### config.mk
export PLATFORM = sky130hd
export DESIGN_NAME = stopwatch_lap_bcd
export DESIGN_NICKNAME = d
export VERILOG_FILES = /design/src/rtl/stopwatch_lap_bcd.sv
export SDC_FILE = /design/constraint.sdc
export NUM_CORES = 1
export LEC_CHECK = 0
export CAP_MARGIN = 25
export CORE_MARGIN = 3
export CORE_UTILIZATION = 59
export DETAILED_ROUTE_END_ITERATION = 10
export GPL_TIMING_DRIVEN = 1
export PLACE_DENSITY = 0.81
export SLEW_MARGIN = 5
export SYNTH_ARGS = -nofsm -noshare
export SYNTH_HDL_FRONTEND = slang
export SYNTH_SLANG_ARGS = --single-unit
### constraint.sdc
create_clock -name clk -period 4 [get_ports clk]
set_input_delay 0.8 -clock clk [delete_from_list [all_inputs] [get_ports clk]]
set_output_delay 0.8 -clock clk [all_outputs]
set_load 0.01 [all_outputs]
### src/rtl/stopwatch_lap_bcd.sv
// rtl/stopwatch_lap_bcd.sv - stopwatch / countdown timer with lap freeze driving six 7-seg digits
// Purpose: MM:SS.cc up/down timer run from a one-cycle 1/100 s tick, with lap-freeze display.
// Ports:
//  clk, clr        clock and synchronous active-high clear
//  pow             enable level; low blocks start and pauses a running timer
//  str, pas, lap   active-low buttons (start/resume, pause, lap toggle), asynchronous to clk
//  dir, preset_min count direction (1 = down) and countdown start minutes, taken when leaving IDLE
//  HEX0..HEX5      registered 7-seg digits {g,f,e,d,c,b,a}: cs units .. minute tens
//  tick, of        1/100 s pulse while running; pulse on up-wrap or countdown expiry
//  running         high in RUN
//  lap_active      high while the display is frozen
`timescale 1ns/1ps
module stopwatch_lap_bcd #(
  parameter int CLK_HZ         = 50_000_000,
  parameter int MAX_MIN        = 99,
  parameter bit SEG_ACTIVE_LOW = 1'b1
) (
  input  logic       clk,
  input  logic       clr,
  input  logic       pow,
  input  logic       str,
  input  logic       pas,
  input  logic       lap,
  input  logic       dir,
  input  logic [6:0] preset_min,
  output logic [6:0] HEX0,
  output logic [6:0] HEX1,
  output logic [6:0] HEX2,
  output logic [6:0] HEX3,
  output logic [6:0] HEX4,
  output logic [6:0] HEX5,
  output logic       tick,
  output logic       of,
  output logic       running,
  output logic       lap_active
);
  localparam int DIV = CLK_HZ / 100;
  localparam int PW  = $clog2(DIV);
  localparam logic [7:0] MAX_BCD = {4'(MAX_MIN / 10), 4'(MAX_MIN % 10)};

  typedef enum logic [1:0] {S_IDLE, S_RUN, S_PAUSE, S_DONE} state_t;

  state_t        state, state_nx;
  logic [PW-1:0] presc;
  logic [7:0]    cs, sec, mins;
  logic [23:0]   snap, cnt_up, cnt_dn, shown;
  logic          dir_q, freeze;
  logic [3:0]    str_sh, pas_sh, lap_sh;
  logic          str_edge, pas_edge, lap_edge;
  logic          str_act, pas_act, lap_act;
  logic          presc_tc, tick_i, at_max, at_one, expire, start_ok, load_preset;
  logic [6:0]    preset_cl;
  logic [7:0]    preset_bcd;

  function automatic logic [7:0] bcd_inc(input logic [7:0] v);
    return (v[3:0] == 4'd9) ? {v[7:4] + 4'd1, 4'd0} : {v[7:4], v[3:0] + 4'd1};
  endfunction

  function automatic logic [7:0] bcd_dec(input logic [7:0] v);
    return (v[3:0] == 4'd0) ? {v[7:4] - 4'd1, 4'd9} : {v[7:4], v[3:0] - 4'd1};
  endfunction

  function automatic logic [6:0] seg7(input logic [3:0] d);
    logic [6:0] s;
    case (d)
      4'd0:    s = 7'b1000000;
      4'd1:    s = 7'b1111001;
      4'd2:    s = 7'b0100100;
      4'd3:    s = 7'b0110000;
      4'd4:    s = 7'b0011001;
      4'd5:    s = 7'b0010010;
      4'd6:    s = 7'b0000010;
      4'd7:    s = 7'b1111000;
      4'd8:    s = 7'b0000000;
      4'd9:    s = 7'b0010000;
      default: s = 7'b1111111;
    endcase
    return SEG_ACTIVE_LOW ? s : ~s;
  endfunction

  // Bits 0/1 synchronise; bits 2/3 form a registered falling-edge detector, so a
  // button first sampled low at edge N is acted on at edge N+3.
  always_ff @(posedge clk) begin
    if (clr) begin
      str_sh <= '1;
      pas_sh <= '1;
      lap_sh <= '1;
    end else begin
      str_sh <= {str_sh[2:0], str};
      pas_sh <= {pas_sh[2:0], pas};
      lap_sh <= {lap_sh[2:0], lap};
    end
  end

  assign str_edge = str_sh[3] & ~str_sh[2];
  assign pas_edge = pas_sh[3] & ~pas_sh[2];
  assign lap_edge = lap_sh[3] & ~lap_sh[2];

  // Only the highest-priority button edge of a cycle is acted on.
  assign pas_act = pas_edge;
  assign str_act = str_edge & ~pas_edge;
  assign lap_act = lap_edge & ~pas_edge & ~str_edge;

  assign preset_cl  = (preset_min > 7'(MAX_MIN)) ? 7'(MAX_MIN) : preset_min;
  assign preset_bcd = {4'(preset_cl / 7'd10), 4'(preset_cl % 7'd10)};

  assign presc_tc    = (presc == PW'(DIV - 1));
  assign tick_i      = (state == S_RUN) & presc_tc;
  assign at_max      = (cs == 8'h99) & (sec == 8'h59) & (mins == MAX_BCD);
  assign at_one      = (cs == 8'h01) & (sec == 8'h00) & (mins == 8'h00);
  assign expire      = tick_i & dir_q & at_one;
  // A zero countdown preset is not a valid start: the timer stays in IDLE.
  assign start_ok    = (state == S_IDLE) & str_act & pow & (~dir | (preset_cl != 7'd0));
  assign load_preset = start_ok & dir;

  always_comb begin
    cnt_up = {mins, sec, cs};
    if (cs != 8'h99) begin
      cnt_up[7:0] = bcd_inc(cs);
    end else begin
      cnt_up[7:0] = 8'h00;
      if (sec != 8'h59) begin
        cnt_up[15:8] = bcd_inc(sec);
      end else begin
        cnt_up[15:8]  = 8'h00;
        cnt_up[23:16] = (mins == MAX_BCD) ? 8'h00 : bcd_inc(mins);
      end
    end
  end

  // Never evaluated at 00:00.00: expiry stops the count one step earlier.
  always_comb begin
    cnt_dn = {mins, sec, cs};
    if (cs != 8'h00) begin
      cnt_dn[7:0] = bcd_dec(cs);
    end else begin
      cnt_dn[7:0] = 8'h99;
      if (sec != 8'h00) begin
        cnt_dn[15:8] = bcd_dec(sec);
      end else begin
        cnt_dn[15:8]  = 8'h59;
        cnt_dn[23:16] = bcd_dec(mins);
      end
    end
  end

  always_ff @(posedge clk) begin
    if (clr) state <= S_IDLE;
    else     state <= state_nx;
  end

  always_comb begin
    state_nx = state;
    case (state)
      S_IDLE:  if (start_ok) state_nx = S_RUN;
      S_RUN:   if (expire) state_nx = S_DONE;
               else if (pas_act || !pow) state_nx = S_PAUSE;
      S_PAUSE: if (str_act && pow) state_nx = S_RUN;
      S_DONE:  if (str_act && pow) state_nx = S_IDLE;
      default: state_nx = S_IDLE;
    endcase
  end

  always_comb begin
    running    = (state == S_RUN);
    tick       = tick_i;
    of         = tick_i & (dir_q ? at_one : at_max);
    lap_active = freeze;
  end

  always_ff @(posedge clk) begin
    if (clr) begin
      presc  <= '0;
      cs     <= 8'h00;
      sec    <= 8'h00;
      mins   <= 8'h00;
      dir_q  <= 1'b0;
      freeze <= 1'b0;
      snap   <= 24'h0;
    end else begin
      // Held outside RUN so a resume completes the interrupted period.
      if (state == S_RUN) presc <= presc_tc ? '0 : presc + 1'b1;
      if (start_ok) dir_q <= dir;
      if (load_preset) begin
        mins <= preset_bcd;
        sec  <= 8'h00;
        cs   <= 8'h00;
      end else if (state == S_DONE && str_act && pow) begin
        mins <= 8'h00;
        sec  <= 8'h00;
        cs   <= 8'h00;
      end else if (tick_i) begin
        {mins, sec, cs} <= dir_q ? cnt_dn : cnt_up;
      end
      if (lap_act) begin
        if (state == S_RUN) begin
          freeze <= ~freeze;
          if (!freeze) snap <= {mins, sec, cs};
        end else begin
          freeze <= 1'b0;
        end
      end
      if (expire) freeze <= 1'b0;
    end
  end

  assign shown = freeze ? snap : {mins, sec, cs};

  always_ff @(posedge clk) begin
    if (clr) begin
      HEX0 <= seg7(4'd0);
      HEX1 <= seg7(4'd0);
      HEX2 <= seg7(4'd0);
      HEX3 <= seg7(4'd0);
      HEX4 <= seg7(4'd0);
      HEX5 <= seg7(4'd0);
    end else begin
      HEX0 <= seg7(shown[3:0]);
      HEX1 <= seg7(shown[7:4]);
      HEX2 <= seg7(shown[11:8]);
      HEX3 <= seg7(shown[15:12]);
      HEX4 <= seg7(shown[19:16]);
      HEX5 <= seg7(shown[23:20]);
    end
  end
endmodule
=== Word level (Yosys, flattened, before mapping) ===
Memory sizes are Yosys's and may differ from the RTL's. A register that Yosys moved wholly into a read port is not among the register bits.
Index checks and enable logic that the tools add are counted.

* Muxes and demuxes: 30
* Reductions and logical operators: 25
* Div/mod/pow operators: 2
* Add/sub/neg operators: 13
* Magnitude comparators: 1
* Bitwise logic cells: 26
* Eq/ne operators: 28

{| class="wikitable"
|+ Operators by type and width
! kind !! number
|-
| two-way mux 8 bit || 16
|-
| two-way mux 24 bit || 2
|-
| two-way mux 16 bit || 2
|-
| adder 4 x 1 -> 4 bit (second input constant) || 6
|-
| subtractor 4 x 1 -> 4 bit (second input constant) || 6
|-
| adder 19 x 1 -> 19 bit (second input constant) || 1
|-
| == test 19 bit (second input constant) || 1
|-
| two-way mux 19 bit || 1
|-
| AND 1 bit || 18
|-
| == test 8 bit (second input constant) || 2
|-
| logical NOT 8 bit || 2
|-
| inequality test 4 x 3 -> 1 bit (second input constant) || 4
|-
| nonzero test 8 bit || 2
|-
| == test 4 bit (second input constant) || 3
|-
| logical NOT 4 bit || 3
|-
| inequality test 3 x 2 -> 1 bit (second input constant) || 4
|-
| two-way mux 2 bit || 5
|-
| inequality test 2 bit (second input constant) || 5
|-
| AND reduction 5 bit || 2
|-
| == test 8 x 1 -> 1 bit (second input constant) || 1
|-
| == test 8 x 7 -> 1 bit (second input constant) || 1
|-
| inequality test 8 x 7 -> 1 bit (second input constant) || 1
|-
| inequality test 8 bit (second input constant) || 1
|-
| case mux 2 bit (4 select lines) || 1
|-
| 24 further kinds || 35
|}

* Input port bits: 14
* Register bits: 83
* Logic and storage cells: 145
* Memory bits (read-only): 672
* Memories kept: 6
* Output and inout bits: 46

{| class="wikitable"
|+ Memory list
! memory !! words !! width !! rd ports !! clocked after Yosys merged registers in !! wr ports !! line !! source
|-
| (no name shown) || 16 || 7 || 1 || 1 || 0 || 65 || <nowiki>case (d)</nowiki>
|-
| (no name shown) || 16 || 7 || 1 || 1 || 0 || 65 ||
|-
| (no name shown) || 16 || 7 || 1 || 1 || 0 || 65 ||
|-
| (no name shown) || 16 || 7 || 1 || 1 || 0 || 65 ||
|-
| (no name shown) || 16 || 7 || 1 || 1 || 0 || 65 ||
|-
| (no name shown) || 16 || 7 || 1 || 1 || 0 || 65 ||
|}

=== Depth between registers and ports, before layout ===
* Depth after elaboration: 10
* Mapped depth: 17
* Gate-level depth less buffers: 15

=== Worst setup path before layout ===
No wires, ideal clock.

* Kind: in2reg
* From: in preset_min[6]
* To: reg mins[2]
* Required time: 3925 ps
* Arrival: 3583 ps
* Library setup time: 75 ps
* Stages on the path: 17
* Setup slack: 342 ps
* Buffers on the path: 3
* Cell sequence: buf_4 -> clkbuf_1 -> a21boi_0 -> ha_1 -> nand3b_1 -> a21boi_1 -> or2_1 -> clkbuf_1 -> a21oi_1 -> a31o_2 -> ha_1 -> nand2_1 -> o32ai_1 -> a31oi_1 -> a31oi_1 -> mux2_2 -> o22ai_1

* Word-level cells in the longest chain between the ends: 8
* Elaborated cells on any way between the ends: 14
* Those cells by class: div: 1; order compare: 1; eq/ne: 4; mux: 2; bitwise: 3; reduce/logical: 3

{| class="wikitable"
|+ Ends and longest elaborated chain
! element !! line !! source
|-
| start, declared || 25 || <nowiki>input logic [6:0] preset_min,</nowiki>
|-
| greater-than comparator 7 bit || 104 || <nowiki>assign preset_cl = (preset_min > 7'(MAX_MIN)) ? 7'(MAX_MIN) : preset_min;</nowiki>
|-
| two-way mux 7 bit (*) || 104 ||
|-
| branches (longest 6 deep; another with remainder unit 7 x 4 -> 7 bit) || n/a ||
|-
| end signal, assigned || 185 || <nowiki>mins <= preset_bcd;</nowiki>
|-
| end signal, assigned || 193 || <nowiki>{mins, sec, cs} <= dir_q ? cnt_dn : cnt_up;</nowiki>
|-
| end, declared || 45 || <nowiki>logic [7:0] cs, sec, mins;</nowiki>
|}

Every way passes the cells marked *.
A chain may end at the register's enable or synchronous reset.

=== Worst setup path in the final report ===
* From: reg sec[0]
* To: out of

* Word-level cells in the longest chain between the ends: 5
* Elaborated cells on any way between the ends: 8
* Those cells by class: eq/ne: 1; mux: 1; bitwise: 5; reduce/logical: 1

{| class="wikitable"
|+ Ends and longest elaborated chain
! element !! line !! source
|-
| start, declared || 45 ||
|-
| start signal, assigned || 193 ||
|-
| == test 8 x 7 -> 1 bit or logical NOT 8 bit (tied branches) || 109, 110 ||
|-
| AND 1 bit (on tied branches) (2 in a row) || 109, 110 ||
|-
| two-way mux 1 bit (*) || 167 || <nowiki>of = tick_i & (dir_q ? at_one : at_max);</nowiki>
|-
| AND 1 bit (*) || 167 ||
|-
| end, declared || 33 || <nowiki>output logic of,</nowiki>
|}

Mark *: on every way between the ends. The rest lies on a longest branch, timed or not.

==> flow_summary.yaml <==
worst_setup_path:
  critPathTopFamily: "simple AND/OR/NAND/NOR gates"
  cp_max_fo: 7
  r2r_start: "cs[0]"
  r2r_end: "sec[4]"
  cp.buffers_inverters: 2
  slowest_stage: "or4_1"
  crit_chain: "inv_1 -> ha_1 -> and4bb_2 -> nand4_1 -> or4_1 -> a21oi_1 -> clkdlybuf4s50_1"
  worstPathArrival_ns: 3.04
  regToRegSetupSlack_ns: 1.29
  crit_type: "register to output pin"
  critPathMaxStageDelay_ns: 0.59
  worst_ep_required_time_ns: 3.20
  crit_path_start_kind: "register"
  r2r_cells: 9
  endpoint_kind: "output pin"
timing:
  maxSlewHeadroom_pct: 38.5
  rsz0062_at_grt: "false"
  final.setup.worst_slack_ns: 0.158
  period_needed_ns: 3.84
  setup_violations: 0
  holdWs_ns: 0.408
  fin_skew_ns: 0.00783
  final_max_slew_viol_count: 0
  hold_viol: 0
  min_period_over_period_pct: 96.0
  worst_pin_slew_ns: 0.923
  fmax_ghz: 0.260
floorplan:
  rows: 39
  start_util_pct: 61.9
  die_area_sq_um: 13600
  ioPinCount: 60
  dieWidth_um: 117
  die_h_um: 117
  core_region_area_sq_um: 11700
finish:
  fillerInstances: 876
  final_cells: 1065
  synthToLayoutAreaGrowth_pct: 17.6
  drive_above_1_share_pct: 10.1
  final_common_cell: "dfxtp_1"
  final_nets: 976
  antenna_cells: 0
  layout_common_cells: "124 x dfxtp_1, 101 x nor2_1, 79 x nand2_1, 58 x clkdlybuf4s50_1, 56 x a21oi_1"
clock_tree:
  clk_pin_slew_ns: 0.06
  cts_tree: "done"
  clock_latency_ns: 0.42
  cts.path.max_buffers: 2
  cts-root-buf: "clkbuf_16"
  htreeDepth: 4
  post-cts-setup-buffer-count: 0
  postCtsHoldBufs: 0
  cts.sinks: 125
  cts_buffers: 17
  cts.repair.resized: 0
yosys:
  synth_top_family_by_area: "simple AND/OR/NAND/NOR gates"
  synth-simple-area-share_pct: 22.5
  synth_cell_type_count: 77
  synth_nets: 931
  muxShareOfSynthArea_pct: 5.70
  yosysWarnings: 0
  synthAdderAreaFrac_pct: 9.15
  synth-edff-count: 0
  synth_area_sq_um: 7250
  synth_compound_area_share_pct: 20.9
  postSynthCellCount: 864
  synth_xor_area_share_pct: 2.42
  avgSynthCellArea_sq_um: 8.39
  synth_seq_area_share_pct: 34.5
  ys.flop_type: "dfxtp_1"
  ys_async_sr_fraction_pct: 0
  ys_ff_latch: 125
route:
  firstDrtPassIters: 5
  wirelength_um: 17500
  ant_nets: 0
  routedWlPerCell_um: 16.4
  drc: 0
  drt_iter0_drc: 437
  via_per_inst: 6.14
  num_vias: 6539
global_routing:
  first_global_vias: 6215
  antenna_found_initial: 0
  grt_remaining_overflow: 0
  grt_usage_pct: 26.2
  grt_pass1_wl_um: 28900
  grt_max_degree: 67
pwr:
  seq_power_share_pct: 42.1
  clkPwrFrac_pct: 52.6
  swShare_pct: 22.0
  power_w: 0.00300
  power_leakage_nw: 3.21
  ir_drop_mv: 0.335
  p_sw_w: 0.000660
  p_int_w: 0.00234
  p_comb_share_pct: 5.3
  power.density_nw_per_um2: 351
placed_design:
  place_inst: 1033
  finalWeightedCongestion: 0.882
  io_buffers: 59
  post-place-ws_ns: -0.143
  hpwl_um: 11800
status:
  status: "complete, no violations"
min_path:
  holdPathEnd: "str_sh[1]"
  hp-start: "str_sh[0]"
  hold_class: "register to register"
  whs_path_depth: 1
run:
  drv_cap: 0
==> stage by stage <==
| step | area (sq um) | utilization (%) | TNS (ns) |
|---|---|---|---|
| floorplan | 7250 | - | 0 |
| global placement | 7900 | 67.5 | 0 |
| detailed placement | 7900 | 67.5 | -0.302 |
| CTS | 8510 | 72.6 | 0 |
| global route | 8520 | 72.8 | 0 |
| finish | 8520 | 72.8 | 0 |
==> sequential cells by signal, summed over array words and instances (netlist names) <==
signal and flops:
mins 8, HEX2 7, lap_sh 4, sec 8, str_sh 4, HEX0 7, state 2, snap 24
presc 19, cs 8, HEX1 7, pas_sh 4, HEX3 7, HEX5 7, dir_q 1, lap_active 1
HEX4 7
==> cells in the mapped netlist (3+ instances only) <==
cell type  count  area [sq um]
dfxtp_1      125          2500
nor2_1       102           383
nand2_1       79           297
a21oi_1       56           280
ha_1          53           663
o21ai_0       46           230
a211oi_1      38           285
inv_1         32           120
clkbuf_1      26          97.6
mux2i_1       24           240
nor3_1        24           120
nand3_1       20           100
or2_2         14          87.6
nand2b_1      13          81.3
xor2_1        13           114
mux2_2        12           135
buf_2         11          55.1
o21a_1        11          82.6
o21bai_1      10          75.1
nand3b_1       9          67.6
a221oi_1       8          70.1
nor2b_1        8          50.1
nand4_1        7          43.8
xnor2_1        7          61.3
a21boi_0       6          45.0
a21o_1         6          45.0
and2_1         6          37.5
a31oi_1        5          31.3
and3_1         5          31.3
nor4_1         5          31.3
or3_1          5          31.3
and4b_1        4          40.0
buf_1          4          15.0
buf_6          4          45.0
o21ai_1        4          20.0
o22ai_1        4          25.0
a22oi_1        3          22.5
nand4b_1       3          26.3
nor3b_2        3          37.5
==> layout make-up <==
type | instances | area (sq um) | share of cell area [%]
sequential | 125 | 2500 | 29.4
timing repair buffer | 72 | 696 | 8.16
clock inverter | 10 | 138 | 1.61
multi-input combinational | 660 | 4420 | 51.8
clock buffer | 22 | 464 | 5.45
tap | 143 | 179 | 2.10
inverter | 33 | 129 | 1.51
==> logic make-up after synthesis <==
| kind of cell | count (synthesis) |
|---|---|
| flops | 125 |
| fa+ha+maj | 53 |
| compound gates | 226 |
| mux | 38 |
| buf+inv | 79 |
| xor+xnor | 20 |
| simple gates | 323 |
==> per-layer routing <==
layer / vias to the layer above / wire length [um] / global-route usage [%] / share of wire (%)
li1: 3168 / - / - / -
met1: 3124 / 7410 / 31.5 / 42
met2: 208 / 8930 / 45.5 / 51
met3: 39 / 791 / 6.79 / 4.5
met4: 0 / 340 / 8.87 / 1.9
met5: - / 0 / 0 / 0
==> worst max path at each step <==
stage                        startpoint       to  cells past startpoint
after floorplan           preset_min[6]  mins[2]                     17
after global placement    preset_min[6]  mins[2]                     16
after detailed placement  preset_min[6]  mins[2]                     16
after CTS                       mins[1]       of                      7
after global routing             sec[0]       of                      7
final                            sec[0]       of                      7
==> power by group through the flow <==
stage	Clock, W	Sequential [W]	Combinational [W]
after global placement	0	0.00129	0.000148
after CTS	0.00158	0.00126	0.000156
after floorplan	0	0.00129	0.000104
after global routing	0.00164	0.00126	0.000174
final	0.00158	0.00126	0.000159
after detailed placement	0	0.00129	0.000154
(Power assumes the default switching activity.)
==> patch: new RTL, same flow settings <==
The 4 states of `state_t` get a Gray code encoding in 2 bits.
--- a/src/rtl/stopwatch_lap_bcd.sv
+++ b/src/rtl/stopwatch_lap_bcd.sv
@@ -39,5 +39,5 @@
   localparam logic [7:0] MAX_BCD = {4'(MAX_MIN / 10), 4'(MAX_MIN % 10)};
 
-  typedef enum logic [1:0] {S_IDLE, S_RUN, S_PAUSE, S_DONE} state_t;
+  typedef enum logic [1:0] {S_IDLE = 2'b00, S_RUN = 2'b01, S_PAUSE = 2'b11, S_DONE = 2'b10} state_t;
 
   state_t        state, state_nx;
Check against the original RTL: same outputs for any inputs over 10 cycles, from zero or initial values; not proved beyond that.
==> patch against the original RTL <==
Register-to-register slack got worse by 0.17 ns. Cell area up 1.4%. Cell count is 2.3% higher. Critical path depth unchanged. Wire length decreased by 0.97%. Total power grew 7.6%. Maximum frequency up 0.20%. Area after synthesis rose by 0.31%. Sequential cell count stayed put. Clock power rose by 4%. Largest cell class unchanged. Setup slack better by 0.0077 ns.
==> patch: results (changes against the original RTL) <==
Synthesis
  – Syn_nets: 948 (+1.8%)
  – Cell variety after synth: 72 (-6.5%)
  – Gate count after technology mapping: 877 (+1.5%)
  – Commonest cells in the netlist: 125 x dfxtp_1, 108 x nor2_1, 79 x nand2_1

Power
  – Switching pwr: 766 uW (+16%)
  – Peak supply drop: 0.000296 V (-11%)

Route
  – Via-per-instance ratio: 6.05 (-1.5%)
  – 1st-iter DRT viols: 535 (+22%)
  – Wire per inst: 15.9 um (-3.2%)
  – DR WL met2: 8900 um (-0.31%)
  – Wirelength, routed: 17300 um (-0.97%)
  – WL met1: 7210 um (-2.7%)
  – DR WL met3: 812 um (+2.7%)

Place
  – Placed instance area: 8010 sq um (+1.4%)
  – Cells after DPL: 1058 (+2.4%)
  – GPL Wtd Cong: 0.922 (+4.5%)

Global routing
  – Total track usage: 26.2% (about the same)
  – First-pass GRT wire length: 29100 um (+0.64%)
  – Largest net degree at the start of global routing: 52 (-22%)
  – Vias in the first global route: 6416 (+3.2%)

Setup path
  – Worst Setup SP: mins[0]
  – Crit Reg-Reg Startpoint: cs[1]
  – Crit path DAT: 3.03 ns (about the same)

Status
  – Status: finished clean

STA
  – Relative slew slack: 41.5% (+3.0 points)
  – Layout Skew: 0.00770 ns (-0.000128 ns)

Cells and area
  – Share of cells above drive strength 1: 10.6% (+0.47 points)
[patch: layout make-up]
cell class	instances	share of cell area (%)
Tap cell	143	2.07
Clock inverter	13	2.14
Clock buffer	19	5.12
Timing Repair Buffer	81	8.68
Multi-Input combinational cell	664	51.1
Inverter	45	1.95
Sequential cell	125	29.0
[patch: critical path, delay by kind of cell (launching register included)]
family	cells	cell delay, ns
adders and majority gates	1	0.23
buffers and inverters	2	0.71
DFF	1	0.41
and+or+nand+nor	3	1.05
AOI/OAI and AO/OA	1	0.22
[patch: worst paths after layout]
path	slack (ns)	endpoint	cells after the start
setup reg to reg	1.12	mins[1]	9
setup / recovery	0.17	of	7
hold reg to reg	0.41	pas_sh[1]	1
hold / removal	0.41	pas_sh[1]	1
[patch: logic make-up (layout without fill, tap and decap cells)]
group | count (synthesis) | after routing | synth area share, %
adders and majority gates | 57 | 57 | 9.81
muxes | 36 | 36 | 5.30
and+or+nand+nor | 325 | 325 | 21.8
DFF | 125 | 125 | 34.4
buffers and inverters | 88 | 158 | 4.91
xor gates and xnor gates | 18 | 18 | 2.17
AOI/OAI and AO/OA | 228 | 228 | 21.6
[patch: power groups by stage]
stage               logic (mW)  registers (mW)  clock network [mW]
floorplan                0.201            1.31                   0
global route             0.319            1.30                1.72
CTS                      0.286            1.29                1.66
finish                   0.288            1.29                1.64
detailed placement       0.284            1.32                   0
global placement         0.271            1.32                   0
[patch: layer usage]
metal	GRT usage, %	up-vias
li1	-	3243
met1	30.0	3109
met2	47.3	201
met3	5.76	38
met4	10.5	0
met5	0	-
[patch: repair_timing]
item,CTS,global route
endpoints found under the hold margin,0,0
setup endpoints to repair,0,1
gates resized for setup,0,1
